===== src/rtl/spi_seq_pkg.sv =====
// spi_seq_pkg: shared FSM state type, instruction width and wait-time helper for the SPI register sequencer
package spi_seq_pkg;
  typedef enum logic [1:0] {IDLE = 2'd0, ISSUE = 2'd1, WAIT = 2'd2, RESP = 2'd3} seq_state_t;
  localparam int INSTR_WIDTH = 8;
  function automatic int seq_wait_cycles(input int l, input int cpb, input int guard);
    return l * cpb + guard;
  endfunction
endpackage


===== src/rtl/spi_register_sequencer_packer.sv =====
// spi_transaction_packer: builds right-aligned {rw, addr, wdata} data and rw mask (rw, addr, wdata in; data, mask out)
module spi_transaction_packer
  import spi_seq_pkg::*;
#(
  parameter int DATA_WIDTH     = 32,
  parameter int ADDR_WIDTH     = 7,
  parameter int REG_DATA_WIDTH = 16
) (
  input  logic                      rw,
  input  logic [ADDR_WIDTH-1:0]     addr,
  input  logic [REG_DATA_WIDTH-1:0] wdata,
  output logic [DATA_WIDTH-1:0]     data,
  output logic [DATA_WIDTH-1:0]     mask
);
  localparam int L = INSTR_WIDTH + REG_DATA_WIDTH;
  localparam int W = L > DATA_WIDTH ? L : DATA_WIDTH;
  logic [W-1:0] d, m;
  always_comb begin
    d = '0;
    m = '0;
    d[L-1:0] = {rw, addr, rw ? {REG_DATA_WIDTH{1'b0}} : wdata};
    m[L-1 -: INSTR_WIDTH] = '1;
    m[REG_DATA_WIDTH-1:0] = {REG_DATA_WIDTH{!rw}};
  end
  assign data = d[DATA_WIDTH-1:0];
  assign mask = m[DATA_WIDTH-1:0];
endmodule


===== src/rtl/spi_register_sequencer.sv =====
// spi_register_sequencer: register cmd port -> one-shot SPI transaction -> timed response (cmd/rsp valid-ready, transaction_* to core, busy, cfg_error)
module spi_register_sequencer
  import spi_seq_pkg::*;
#(
  parameter int DATA_WIDTH            = 32,
  parameter int TRANSACTION_LEN_WIDTH = 8,
  parameter int ADDR_WIDTH            = 7,
  parameter int REG_DATA_WIDTH        = 16,
  parameter int CYCLES_PER_BIT        = 8,
  parameter int GUARD_CYCLES          = 32
) (
  input  logic                             fabric_clk,
  input  logic                             reset,
  input  logic                             cmd_valid,
  output logic                             cmd_ready,
  input  logic                             cmd_rw,
  input  logic [ADDR_WIDTH-1:0]            cmd_addr,
  input  logic [REG_DATA_WIDTH-1:0]        cmd_wdata,
  output logic                             rsp_valid,
  input  logic                             rsp_ready,
  output logic [REG_DATA_WIDTH-1:0]        rsp_rdata,
  output logic                             rsp_rw,
  output logic [TRANSACTION_LEN_WIDTH-1:0] transaction_length,
  output logic [DATA_WIDTH-1:0]            transaction_data,
  output logic [DATA_WIDTH-1:0]            transaction_rw_mask,
  input  logic [DATA_WIDTH-1:0]            transaction_read_data,
  output logic                             busy,
  output logic                             cfg_error
);
  localparam int L = INSTR_WIDTH + REG_DATA_WIDTH;
  localparam int N = seq_wait_cycles(L, CYCLES_PER_BIT, GUARD_CYCLES);
  if (N > 65535 || N < 1) begin : g_bad_wait
    $error("wait count out of 16-bit counter range");
  end
  if (ADDR_WIDTH + 1 != INSTR_WIDTH) begin : g_bad_addr
    $error("address plus rw bit must fill the instruction byte");
  end
  seq_state_t state;
  logic [15:0] cnt;
  logic rw_q;
  logic [DATA_WIDTH-1:0] pk_data, pk_mask;
  logic unused_rdata;
  assign unused_rdata = ^transaction_read_data;
  assign cfg_error = L > DATA_WIDTH;
  assign cmd_ready = state == IDLE && !cfg_error;
  assign busy = state != IDLE;
  // Length is nonzero only in ISSUE so the core cannot retrigger while idle.
  assign transaction_length = state == ISSUE ? TRANSACTION_LEN_WIDTH'(L) : '0;
  spi_transaction_packer #(
    .DATA_WIDTH(DATA_WIDTH),
    .ADDR_WIDTH(ADDR_WIDTH),
    .REG_DATA_WIDTH(REG_DATA_WIDTH)
  ) u_packer (
    .rw(cmd_rw),
    .addr(cmd_addr),
    .wdata(cmd_wdata),
    .data(pk_data),
    .mask(pk_mask)
  );
  // Data and mask are captured with the command so they are valid during the ISSUE cycle and hold through WAIT.
  always_ff @(posedge fabric_clk) begin
    if (reset) begin
      state <= IDLE;
      cnt <= '0;
      rw_q <= 1'b0;
      rsp_valid <= 1'b0;
      rsp_rdata <= '0;
      rsp_rw <= 1'b0;
      transaction_data <= '0;
      transaction_rw_mask <= '0;
    end else begin
      case (state)
        IDLE: if (cmd_valid && cmd_ready) begin
          rw_q <= cmd_rw;
          transaction_data <= pk_data;
          transaction_rw_mask <= pk_mask;
          state <= ISSUE;
        end
        ISSUE: begin
          cnt <= 16'(N - 1);
          state <= WAIT;
        end
        WAIT: if (cnt == '0) begin
          rsp_rdata <= rw_q ? transaction_read_data[REG_DATA_WIDTH-1:0] : '0;
          rsp_rw <= rw_q;
          rsp_valid <= 1'b1;
          state <= RESP;
        end else begin
          cnt <= cnt - 16'd1;
        end
        default: if (rsp_ready) begin
          rsp_valid <= 1'b0;
          state <= IDLE;
        end
      endcase
    end
  end
endmodule


===== config.mk =====
export PLATFORM = sky130hd
export DESIGN_NAME = spi_register_sequencer
export DESIGN_NICKNAME = d
export VERILOG_FILES = /design/src/rtl/spi_seq_pkg.sv /design/src/rtl/spi_register_sequencer_packer.sv /design/src/rtl/spi_register_sequencer.sv
export SDC_FILE = /design/constraint.sdc
export NUM_CORES = 1
export LEC_CHECK = 0
export BUFFER_PORTS_ARGS = -buffer_cell sky130_fd_sc_hd__buf_2
export CAP_MARGIN = 20
export CORE_UTILIZATION = 41
export DETAILED_ROUTE_END_ITERATION = 16
export GPL_TIMING_DRIVEN = 0
export HOLD_SLACK_MARGIN = 0.05
export PLACE_DENSITY = 0.83
export SETUP_SLACK_MARGIN = 0.2
export SKIP_LAST_GASP = 1
export SYNTH_ARGS = -nofsm -noshare
export SYNTH_HDL_FRONTEND = slang
export SYNTH_SLANG_ARGS = --single-unit

===== constraint.sdc =====
create_clock -name fabric_clk -period 2.8 [get_ports fabric_clk]
set_input_delay 0.28 -clock fabric_clk [delete_from_list [all_inputs] [get_ports fabric_clk]]
set_output_delay 0.28 -clock fabric_clk [all_outputs]
set_load 0.05 [all_outputs]

# Word-level counts from Yosys, hierarchy flattened
# Cells that the tools add are included.
totals:
  reg_bits: 78
  input_bits: 60
  output_inout_bits: 93
  word_cells: 41
classes:
  addsub: 1
  n_eq_ne: 5
  muxes: 12
  n_bitwise: 1
  n_reduce_logical: 14
ops:
  columns: ["cell", "n"]
  rows:
  - ["16-bit 2-to-1 mux", 3]
  - ["16-bit case mux with 2 select lines", 1]
  - ["16-bit logical NOT", 1]
  - ["16-bit by 1-bit subtractor with 16-bit output (second input constant)", 1]
  - ["2-bit 2-to-1 mux", 3]
  - ["2-bit case mux with 3 select lines", 1]
  - ["2-bit AND reduction", 3]
  - ["3-bit AND reduction", 2]
  - ["2-bit nonzero test", 3]
  - ["5-bit 2-to-1 mux", 1]
  - ["2-bit inequality test (second input constant)", 2]
  - ["4-bit nonzero test", 1]
  - ["2-bit by 1-bit == test with 1-bit output (second input constant)", 1]
  - ["2-bit == test (second input constant)", 1]
  - ["2-bit logical NOT", 1]
  - ["1-bit 2-to-1 mux", 2]
  - ["2-bit by 1-bit inequality test with 1-bit output (second input constant)", 1]
  - ["1-bit case mux with 2 select lines", 1]
  - ["2-bit OR reduction", 1]
  - ["1-bit logical AND", 1]
  - ["1-bit logical NOT", 1]
  - ["1-bit inverter", 1]

# Logic depth before layout (Yosys ltp)
# Gate-level depths: netlist of the first run.
depth:
  word_depth: 4
  depth_mapped: 8
  depth_no_buf: 6

# By module
# From an unflattened synthesis of the first run, not the netlist that was laid out.
hier_totals:
  cells_unflattened: 581
  area_unflattened_um2: 4692.0
by_module_without_submodules:
  columns: ["module", "n_inst", "cells_per_inst", "area_per_inst_um2", "seq_area_each_um2"]
  rows:
  - ["spi_register_sequencer", 1, 514, 4199.0, 2021.9]
  - ["spi_transaction_packer", 1, 67, 493.0, 0.0]

# Worst setup path after synthesis of the first run
# OpenSTA, ideal clock, no wires.
synth_timing:
  path_type: "flip-flop to flip-flop"
  from: "register state[0]"
  to: "register transaction_data[10]"
  setup_time_ns: 0.070
  arrival_time_ns: 1.861
  required_ns: 2.730
  setup_slack_ns: 0.869
  stages_incl_launch_ff: 8
  path_buffers: 2
  period_less_slack_ns: 1.931
  path_cell_list: "dfxtp_1 -> inv_1 -> ha_1 -> and2_1 -> clkbuf_1 -> clkbuf_1 -> nand3b_1 -> a21oi_1"
synth_between:
  elab_chain_cells: 3
synth_lines:
  columns: ["element", "line", "source"]
  rows:
  - ["start: declaration", "spi_register_sequencer.sv:38", "seq_state_t state;"]
  - ["start signal: assignment", "spi_register_sequencer.sv:63", "state <= IDLE;"]
  - ["start signal: assignment", "spi_register_sequencer.sv:77", "state <= ISSUE;"]
  - ["start signal: assignment", "spi_register_sequencer.sv:81", "state <= WAIT;"]
  - ["2-bit logical NOT (*)", "spi_register_sequencer.sv:45", "assign cmd_ready = state == IDLE && !cfg_error;"]
  - ["named net cmd_ready", "spi_register_sequencer.sv:15", "output logic cmd_ready,"]
  - ["1-bit logical AND", "spi_register_sequencer.sv:73", "IDLE: if (cmd_valid && cmd_ready) begin"]
  - ["2-bit AND reduction (no source line) (*)", null, null]
  - ["end signal: assignment", "spi_register_sequencer.sv:75", "transaction_data <= pk_data;"]
  - ["end: declaration", "spi_register_sequencer.sv:24", "output logic [DATA_WIDTH-1:0] transaction_data,"]
# The timed path passes the listed nets; every way through them passes the cells marked *.
# A chain may end at the register's enable or synchronous reset.

# Worst setup path after layout of the first run
layout_timing:
  from: "register state[0]"
  to: "register cnt[5]"
layout_between:
  elab_chain_cells: 3
  elab_cells_between_ends: 6
  cone_classes: "eq/ne (3); mux (1); reduce/logical (2)"
layout_lines:
  columns: ["element", "line", "source"]
  rows:
  - ["2-bit == test or 2-bit by 1-bit == test with 1-bit output (tied branches)", "spi_register_sequencer.sv:72", "case (state)"]
  - ["2-bit inequality test (no source line) or 2-bit nonzero test (tied branches)", null, null]
  - ["2-bit AND reduction (no source line)", null, null]
  - ["end signal: assignment", "spi_register_sequencer.sv:80", "cnt <= 16'(N - 1);"]
  - ["end signal: assignment", "spi_register_sequencer.sv:89", "cnt <= cnt - 16'd1;"]
  - ["end: declaration", "spi_register_sequencer.sv:39", "logic [15:0] cnt;"]
# Parallel ways exist; a longest one is shown, timed or not.

==> metrics.md, run 1 <==
| Metric | Value |
|---|---|
| Outcome | complete, no violations |
| Clock root buffer | clkbuf_8 |
| CP required | 3.06 ns |
| LEAKAGE | 1.91 nW |
| Post-Synth Adder-Cell Area | 1.96% |
| Via Count | 3295 |
| Fin nets | 599 |
| Worst EP arrival | 2.42 ns |
| HPWL after DPL | 6.44 mm |
| FMAX | 462 MHz |
| Total GRT Usage | 20.7% |
| Final setup TNS | 0 ns |
| Peak supply drop | 0.532 mV |
| Starting Density | 43.3% |
| Hold buffers post-CTS | 0 |
| Post-route ant nets | 0 |
| Netlist cell types | 46 |
| Syn Area/Cell | 8.22 um^2 |
| Commonest register cell after synthesis | dfxtp_1 |
| Most frequent cells in the layout | buf_2 (118), dfxtp_1 (62), a21oi_1 (49), buf_4 (48), nand2_1 (43) |
| Die Ht | 90.2 um |
| Crit-path slowest cell | dfxtp_1 |
| Commonest non-fill, non-tap cell in the layout | buf_2 |
| Register bit total from synthesis | 62 |
| Power per cell area | 1080 mW/mm^2 |
| Crit end category | flop |
| Routed wire length | 8.64 mm |
| Number of cell rows | 31 |
| Total CTS buffers | 9 |
| Grt total ovfl | 0 |
| Max cap viols | 0 |
| Final hold violations | 0 |
| Post-Synth XOR/XNOR Area | 0% |
| Register area share after synthesis | 38.9% |
| Largest net degree at the start of global routing | 18 |
| Synth Cell Area | 0.00319 mm^2 |
| Final hold slack | 0.149 ns |
| Critical-path cell list | inv_1 > ha_1 > nor2b_1 > or2_2 > clkbuf_1 > or3_1 > o31ai_1 |
| Syn Inst Count | 388 |
| Slew @ Worst Pin | 0.971 ns |
| Ant diodes | 0 |
| Type of the most critical hold path | input port to flop |
| GPL Wtd Cong | 0.891 |
| Slowest Stage Delay on Critical Path | 0.39 ns |
| Setup crit start kind | flop |
| Core area | 0.00737 mm^2 |
| Unrepaired setup endpoints after global routing | no |
| Via density per instance | 5.16 |
| Setup Skew | 0.0104 ns |
| Worst-path clk slew | 0.07 ns |
| Die area | 0.00813 mm^2 |
| Final Util | 56.1% |
| Global-route wire length before repair | 13.8 mm |
| 1st-pass router iterations | 5 |
| Post-CTS Setup Bufs | 0 |
| Final Slew Violations | 0 |
| Fraction of layout cells with a size suffix above 1 | 35.8% |
| Vias in the first global route | 2934 |
| WS Path Type | flop to flop |
| Die W | 90.2 um |
| Remaining DRCs | 0 |
| WL per Instance | 13.5 um |
| Synth warn | 0 |
| Largest fanout on the critical path | 7 |
| Reg2Reg Setup Slack | 0.64 ns |
| H-tree depth | 3 |
| Fraction of the mapped netlist area in simple logic gates | 22.8% |
| Clock sink count | 62 |
| Crit path max-delay family | simple AND/OR/NAND/NOR gates |
| Post-layout min period | 2.16 ns |
| CTS tree | done |
| Ports | 153 |
| Initial antenna violation count | 0 |
| Asr flop ratio synth | 0% |
| Longest Clk Path Bufs | 2 |
| Starting DRC count in detailed routing | 178 |
| Final setup fails | 0 |
| Post-synthesis compound-gate area fraction | 19.2% |
| Final worst-path cycle share | 77.3% |
| Area Growth Syn to Fin | 29.6% |
| Mux contribution to synthesized area | 1.26% |
| Largest family of logic cells by synthesized area | simple AND/OR/NAND/NOR gates |
| PortBufs | 113 |
| Count of flip-flops with a built-in enable after synthesis | 0 |
| Resize count post-CTS | 0 |
| Buf/Inv on CP | 2 |
| Worst skew pair latency | 0.35 ns |
| Slew margin rel. | 34.7% |
[power breakdown]
group / leakage, nW / switching [mW] / internal, mW
Clock: 0.0898 / 0.367 / 0.323
Sequential: 0.505 / 0.178 / 1.03
Combinational: 1.31 / 1.81 / 0.765
[registers in the layout, indices dropped and copies added (netlist names)]
signal and cells:
transaction_rw_mask 2, rsp_rw 1, transaction_data 23, rw_q 1, rsp_rdata 16, state 2, cnt 16, rsp_valid 1
[routing by layer]
layer	vias to the layer above	share of wire [%]	track usage, %	wire [um]
li1	1613	-	-	-
met1	1525	43	24.3	3690
met2	140	49	35.3	4220
met5	-	0	0	0
met4	0	2.0	7.12	171
met3	17	6.4	6.94	553
[cell families (layout without fill, tap and decap cells)]
| kind of cell | count (synthesis) | count (layout) |
|---|---|---|
| flip-flops | 62 | 62 |
| adder cells (fa/ha/maj) | 5 | 5 |
| multiplexers | 4 | 4 |
| AO/OA/AOI/OAI | 101 | 101 |
| other | 1 | 23 |
| AND/OR/NAND/NOR | 131 | 131 |
| buffers and inverters | 84 | 213 |
[cells in the mapped netlist, types with 3 or more instances]
master / instances / area [um^2]
nand2b_1: 4 / 25.0
a311oi_1: 3 / 26.3
nor4_1: 9 / 56.3
o21ai_0: 25 / 125
dfxtp_1: 62 / 1240
nand4_1: 18 / 113
nand2_1: 43 / 161
ha_1: 5 / 62.6
and3_1: 3 / 18.8
mux2i_1: 4 / 40.0
inv_1: 10 / 37.5
buf_2: 5 / 25.0
clkbuf_1: 19 / 71.3
buf_4: 48 / 360
or3_1: 4 / 25.0
nand3b_1: 16 / 120
nor2_1: 12 / 45.0
a21oi_1: 49 / 245
nand3_1: 8 / 40.0
[final timing paths]
kind	startpoint	to	cells past startpoint
hold reg to reg	transaction_data[15]	transaction_data[15]	2
setup / recovery	state[0]	cnt[5]	7
setup reg to reg	state[0]	cnt[5]	7
hold / removal	rsp_ready	rsp_valid	2
[stage by stage]
step | cells | worst slack, ns | cell area (um^2) | total power [mW]
3_3_place_gp | 622 | 0.708 | 3960 | 3.71
4_1_cts | 638 | 0.634 | 4130 | 4.47
2_1_floorplan | 410 | 0.869 | 3270 | 3.19
3_5_place_dp | 622 | 0.667 | 3960 | 3.78
5_1_grt | 638 | 0.422 | 4130 | 4.75
6_report | 638 | 0.636 | 4130 | 4.48
[final cells by class]
| type | instances | area [um^2] |
|---|---|---|
| plain buffers | 74 | 464 |
| fillers | 663 | 3240 |
| multi-input cells | 264 | 1530 |
| repair buffers | 113 | 566 |
| inverters | 10 | 37.5 |
| well taps | 99 | 124 |
| clock inverters | 7 | 48.8 |
| clock buffers | 9 | 124 |
| flip-flops and latches | 62 | 1240 |
Note: power is estimated with default switching activity, not from simulation.
==> run 2: changes to the inputs <==
==> constraint.sdc (replaced) <==
create_clock -name fabric_clk -period 2.3 [get_ports fabric_clk]
set_input_delay 0.23 -clock fabric_clk [delete_from_list [all_inputs] [get_ports fabric_clk]]
set_output_delay 0.23 -clock fabric_clk [all_outputs]
set_load 0.05 [all_outputs]
==> run 2 against run 1 <==
Net effect: non-clock buffer count up 1; first-iteration DRC count is 11% lower; via count rose by 0.64%; sequential cell count did not move; sequential power is 24% higher; largest power group unchanged.
==> metrics.md, run 2 (synthesis results as in run 1) <==
| Metric | Value |
|---|---|
| 1st-pass router iterations | 6 |
| Worst r2r src | cnt[10] |
| WL per Instance | 13.7 um |
| Max cap viols | 0 |
| Ports | 153 |
| Finished Cell Area | 0.00422 mm^2 |
| Power per cell area | 1340 mW/mm^2 |
| Die W | 90.2 um |
| Post-layout min period | 2.02 ns |
| Type of the most critical hold path | input port to flop |
| Core area | 0.00737 mm^2 |
| Routed wire length | 8.76 mm |
| Slew @ Worst Pin | 0.606 ns |
| Initial antenna violation count | 0 |
| Largest net degree at the start of global routing | 18 |
| Fin nets | 600 |
| Post-route ant nets | 0 |
| WS Path Type | flop to flop |
| Worst skew pair latency | 0.34 ns |
| Total GRT Usage | 20.8% |
| Top Registers | transaction_data (23), cnt (16), rsp_rdata (16) |
| Remaining DRCs | 0 |
| Area Growth Syn to Fin | 32.4% |
| LEAKAGE | 1.93 nW |
| Pre-CTS WS | 0.167 ns |
| Max reg flops | 23 |
| FILL cells | 647 |
| Reg2Reg Setup Slack | 0.28 ns |
| Clock root buffer | clkbuf_8 |
| Top reg by flops | transaction_data |
| Worst r2r path cells | 5 |
| Min-delay src | rsp_ready |
| CP required | 2.56 ns |
| Worst-path clk slew | 0.07 ns |
| Worst Hold Endpoint | rsp_valid |
| RR Endpoint | cnt[15] |
| Final setup fails | 0 |
| Final hold violations | 0 |
| Vias in the first global route | 2941 |
| Grt total ovfl | 0 |
| Slew margin rel. | 59.3% |
| Outcome | complete, no violations |
| Number of cell rows | 31 |
| Starting DRC count in detailed routing | 158 |
| H-tree depth | 3 |
| Fraction of layout cells with a size suffix above 1 | 38.3% |
| Via density per instance | 5.19 |
| Total CTS buffers | 9 |
| Via Count | 3316 |
| Peak supply drop | 0.681 mV |
| Ant diodes | 0 |
| Starting Density | 43.3% |
| Grt met2 use | 35.4% |
| Met3 Use GR | 6.77% |
| PortBufs | 113 |
| Most Crowded Layer GR | met2 |
| Hold path depth | 2 |
| Placement Cell Area | 0.00396 mm^2 |
| Setup crit start kind | flop |
| Largest fanout on the critical path | 10 |
| Final worst-path cycle share | 87.8% |
| Hold buffers post-CTS | 0 |
| Most frequent cells in the layout | buf_2 (115), dfxtp_1 (59), buf_4 (50), a21oi_1 (48), nand2_1 (43) |
| Worst EP arrival | 2.28 ns |
| GPL Wtd Cong | 0.891 |
| Die Ht | 90.2 um |
| Die area | 0.00813 mm^2 |
| Crit end category | flop |
| Final setup TNS | 0 ns |
| HPWL after DPL | 6.44 mm |
| CTS tree | done |
| Clock sink count | 62 |
| Final Slew Violations | 0 |
| Global-route wire length before repair | 13.9 mm |
| Setup Skew | 0.00923 ns |
| Longest Clk Path Bufs | 2 |
| Final setup margin | 0.280 ns |
| FMAX | 495 MHz |
| M1 GR Usage | 24.6% |
| Commonest non-fill, non-tap cell in the layout | buf_2 |
| Unrepaired setup endpoints after global routing | yes |
-- run 2: cell count changes in the layout (fill, tap and decap cells not counted), moves of 2 or more --
cell / before / now
ha_1: 5 / 3
dfxtp_2: 0 / 3
clkbuf_1: 19 / 16
buf_4: 48 / 50
dfxtp_1: 62 / 59
clkbuf_4: 0 / 3
buf_2: 118 / 115
-- run 2: repair_timing --
action | 4_1_cts | 5_1_grt
setup buffers | 0 | 1
gates resized for setup | 3 | 26
pin swaps | 0 | 3
setup endpoints to repair | 2 | 30
-- run 2: area by class of cell --
cell class              instances  area [um^2]  area share (%)
plain buffers                  74          483            11.4
repair buffers                114          573            13.6
well taps                      99          124            2.93
clock buffers                   9          124            2.93
flip-flops and latches         62         1240            29.5
clock inverters                 7         48.8            1.16
multi-input cells             264         1590            37.6
inverters                      10         37.5           0.889
-- run 2: worst max-delay path, stage by stage, from the launching register on --
cell      delay, ns
dfxtp_1        0.39
nor4_1         0.54
nand3_1        0.23
clkbuf_1       0.28
o211ai_1       0.28
mux2i_1        0.23
-- run 2: power by group --
part	internal [mW]	switching (mW)	leakage, nW	total (mW)
Sequential	1.26	0.241	0.506	1.50
Combinational	1.05	2.26	1.33	3.31
Clock	0.393	0.445	0.0898	0.838
Total	2.71	2.94	1.93	5.65
-- run 2: per-layer routing --
| layer | vias up | routed length, um | part of all wire [%] |
|---|---|---|---|
| met4 | 0 | 159 | 1.8 |
| met2 | 161 | 4230 | 48 |
| met3 | 20 | 730 | 8.3 |
| met5 | - | 0 | 0 |
| met1 | 1528 | 3640 | 42 |
| li1 | 1607 | - | - |
-- run 2: worst max-delay path by stage --
stage          startpoint                   end  depth (start not counted)
5_1_grt          state[1]                cnt[5]                          7
3_5_place_dp     state[0]                cnt[5]                          7
3_3_place_gp     state[0]                cnt[5]                          7
2_1_floorplan    state[0]  transaction_data[10]                          7
4_1_cts          state[0]                rsp_rw                          8
6_report          cnt[10]               cnt[15]                          5
-- run 2: metrics by stage --
step                utilization, %  power (mW)  instances  hold WS, ns
floorplan                        -        3.89        410        0.343
global placement              53.7        4.52        622        0.437
detailed placement            53.7        4.60        622        0.447
CTS                           56.4        5.51        638       0.0810
global route                  57.3        5.98        639       0.0845
finish                        57.3        5.65        639       0.0971
==> run 3: changes to the inputs <==
==> constraint.sdc (replaced) <==
create_clock -name fabric_clk -period 2.4 [get_ports fabric_clk]
set_input_delay 0.24 -clock fabric_clk [delete_from_list [all_inputs] [get_ports fabric_clk]]
set_output_delay 0.24 -clock fabric_clk [all_outputs]
set_load 0.05 [all_outputs]
==> run 3 against run 2 <==
Net effect: final area down 1.7%; fmax is 3.4% lower; sequential share of layout area increased by 0.42 points; critical endpoint is now cnt[5]; largest power group unchanged.
==> metrics.md, run 3 (synthesis results as in run 1) <==
| Metric | Value |
|---|---|
| Outcome | complete, no violations |
| CTS tree | done |
| Max reg flops | 23 |
| Ports | 153 |
| Via density per instance | 5.18 |
| Largest net degree at the start of global routing | 18 |
| Worst Hold Endpoint | rsp_valid |
| Final worst-path cycle share | 87.2% |
| Most frequent cells in the layout | buf_2 (118), dfxtp_1 (62), a21oi_1 (49), buf_4 (48), nand2_1 (43) |
| Post-route ant nets | 0 |
| Vias in the first global route | 2934 |
| Commonest non-fill, non-tap cell in the layout | buf_2 |
| H-tree depth | 3 |
| Worst skew pair latency | 0.35 ns |
| Final hold slack | 0.107 ns |
| Post-layout min period | 2.09 ns |
| Peak supply drop | 0.628 mV |
| Final setup margin | 0.308 ns |
| Power per cell area | 1270 mW/mm^2 |
| Non-filler cells in the finished layout | 638 |
| Crit-path slowest cell | dfxtp_1 |
| Die Ht | 90.2 um |
| Worst r2r path cells | 7 |
| Clock root buffer | clkbuf_8 |
| Top Registers | transaction_data (23), cnt (16), rsp_rdata (16) |
| WS Path Type | flop to flop |
| Type of the most critical hold path | input port to flop |
| Pre-CTS WS | 0.267 ns |
| Fin nets | 599 |
| Hold path depth | 2 |
| Ant diodes | 0 |
| Min-delay src | rsp_ready |
| Global-route wire length before repair | 13.8 mm |
| Longest Clk Path Bufs | 2 |
| Remaining DRCs | 0 |
| Clock sink count | 62 |
| LEAKAGE | 1.92 nW |
| WL per Instance | 13.6 um |
| Critical Path Start | state[0] |
| Crit end category | flop |
| RR Endpoint | cnt[5] |
| Slowest Stage Delay on Critical Path | 0.39 ns |
| Initial antenna violation count | 0 |
| Setup Skew | 0.00949 ns |
| Fraction of layout cells with a size suffix above 1 | 36.4% |
| Worst EP arrival | 2.35 ns |
| Top reg by flops | transaction_data |
| Slew margin rel. | 36.5% |
| Reg2Reg Setup Slack | 0.31 ns |
| FILL cells | 658 |
| Worst-path clk slew | 0.07 ns |
| GPL Wtd Cong | 0.891 |
| Via Count | 3308 |
| Max cap viols | 0 |
| Die area | 0.00813 mm^2 |
| Setup crit start kind | flop |
| FMAX | 478 MHz |
| Worst r2r src | state[0] |
| HPWL after DPL | 6.44 mm |
| Critical-path cell list | inv_1 > ha_2 > nor2b_1 > or2_2 > clkbuf_1 > or3_1 > o31ai_1 |
| Core area | 0.00737 mm^2 |
| Hold buffers post-CTS | 0 |
| Starting DRC count in detailed routing | 107 |
| Number of cell rows | 31 |
| Starting Density | 43.3% |
| Final Slew Violations | 0 |
| CP required | 2.66 ns |
| Total GRT Usage | 20.7% |
| Dpl cells | 622 |
| Unrepaired setup endpoints after global routing | yes |
| PortBufs | 113 |
| 1st-pass router iterations | 4 |
| Slew @ Worst Pin | 0.944 ns |
| Routed wire length | 8.70 mm |
| Area Growth Syn to Fin | 30.2% |
| Final setup fails | 0 |
| Grt total ovfl | 0 |
| Final setup TNS | 0 ns |
| Total CTS buffers | 9 |
| Final hold violations | 0 |
| Largest fanout on the critical path | 7 |
| Die W | 90.2 um |
==> run 3: changes by cell type in the layout (fill, tap and decap cells not counted), sizes merged <==
cell / change
buf: -1
==> run 3: layout make-up <==
type                       count  area [um^2]  area share (%)
buffer                        74          467            11.2
clock buffer                   9          124            2.98
clock inverter                 7         48.8            1.18
inverter                      10         37.5           0.904
multi-input combinational    264         1540            37.2
sequential                    62         1240            29.9
tap                           99          124            2.98
timing repair buffer         113          566            13.6
==> run 3: where the power goes <==
group          internal [mW]  leakage (nW)  switching, mW
sequential              1.20         0.505          0.223
combinational          0.923          1.32           2.12
clock                  0.377        0.0898          0.430
==> run 3: stage by stage <==
stage          util, %  total power [mW]  instance area [um^2]
6_report          56.3              5.27                  4150
2_1_floorplan        -              3.73                  3270
4_1_cts           56.1              5.21                  4130
3_5_place_dp      53.7              4.41                  3960
3_3_place_gp      53.7              4.33                  3960
5_1_grt           56.3              5.58                  4150
==> run 3: critical path: cells and delay by family (launching register included) <==
family	cells	cell delay, ns
flops	1	0.39
compound gates	1	0.18
buf+inv	2	0.26
fa+ha+maj	1	0.33
simple gates	3	0.84
==> run 3: timing repair <==
item	4_1_cts	5_1_grt
buffers inserted	0	0
resized for setup	0	7
endpoints found under the setup margin	0	11
hold endpoints to repair	0	0
==> run 3: how the worst max path moves through the flow <==
stage / to / slack [ns] / depth (start not counted)
6_report: cnt[5] / 0.31 / 7
3_5_place_dp: cnt[5] / 0.27 / 7
2_1_floorplan: transaction_data[10] / 0.47 / 7
3_3_place_gp: cnt[5] / 0.31 / 7
5_1_grt: cnt[15] / 0.18 / 7
4_1_cts: cnt[5] / 0.23 / 7
==> run 3: metal layers <==
metal / vias to the layer above / share of wire [%] / track usage [%]
met2: 149 / 48 / 35.3
met3: 20 / 7.1 / 6.94
li1: 1614 / - / -
met4: 0 / 2.1 / 7.12
met5: - / 0 / 0
met1: 1525 / 42 / 24.3
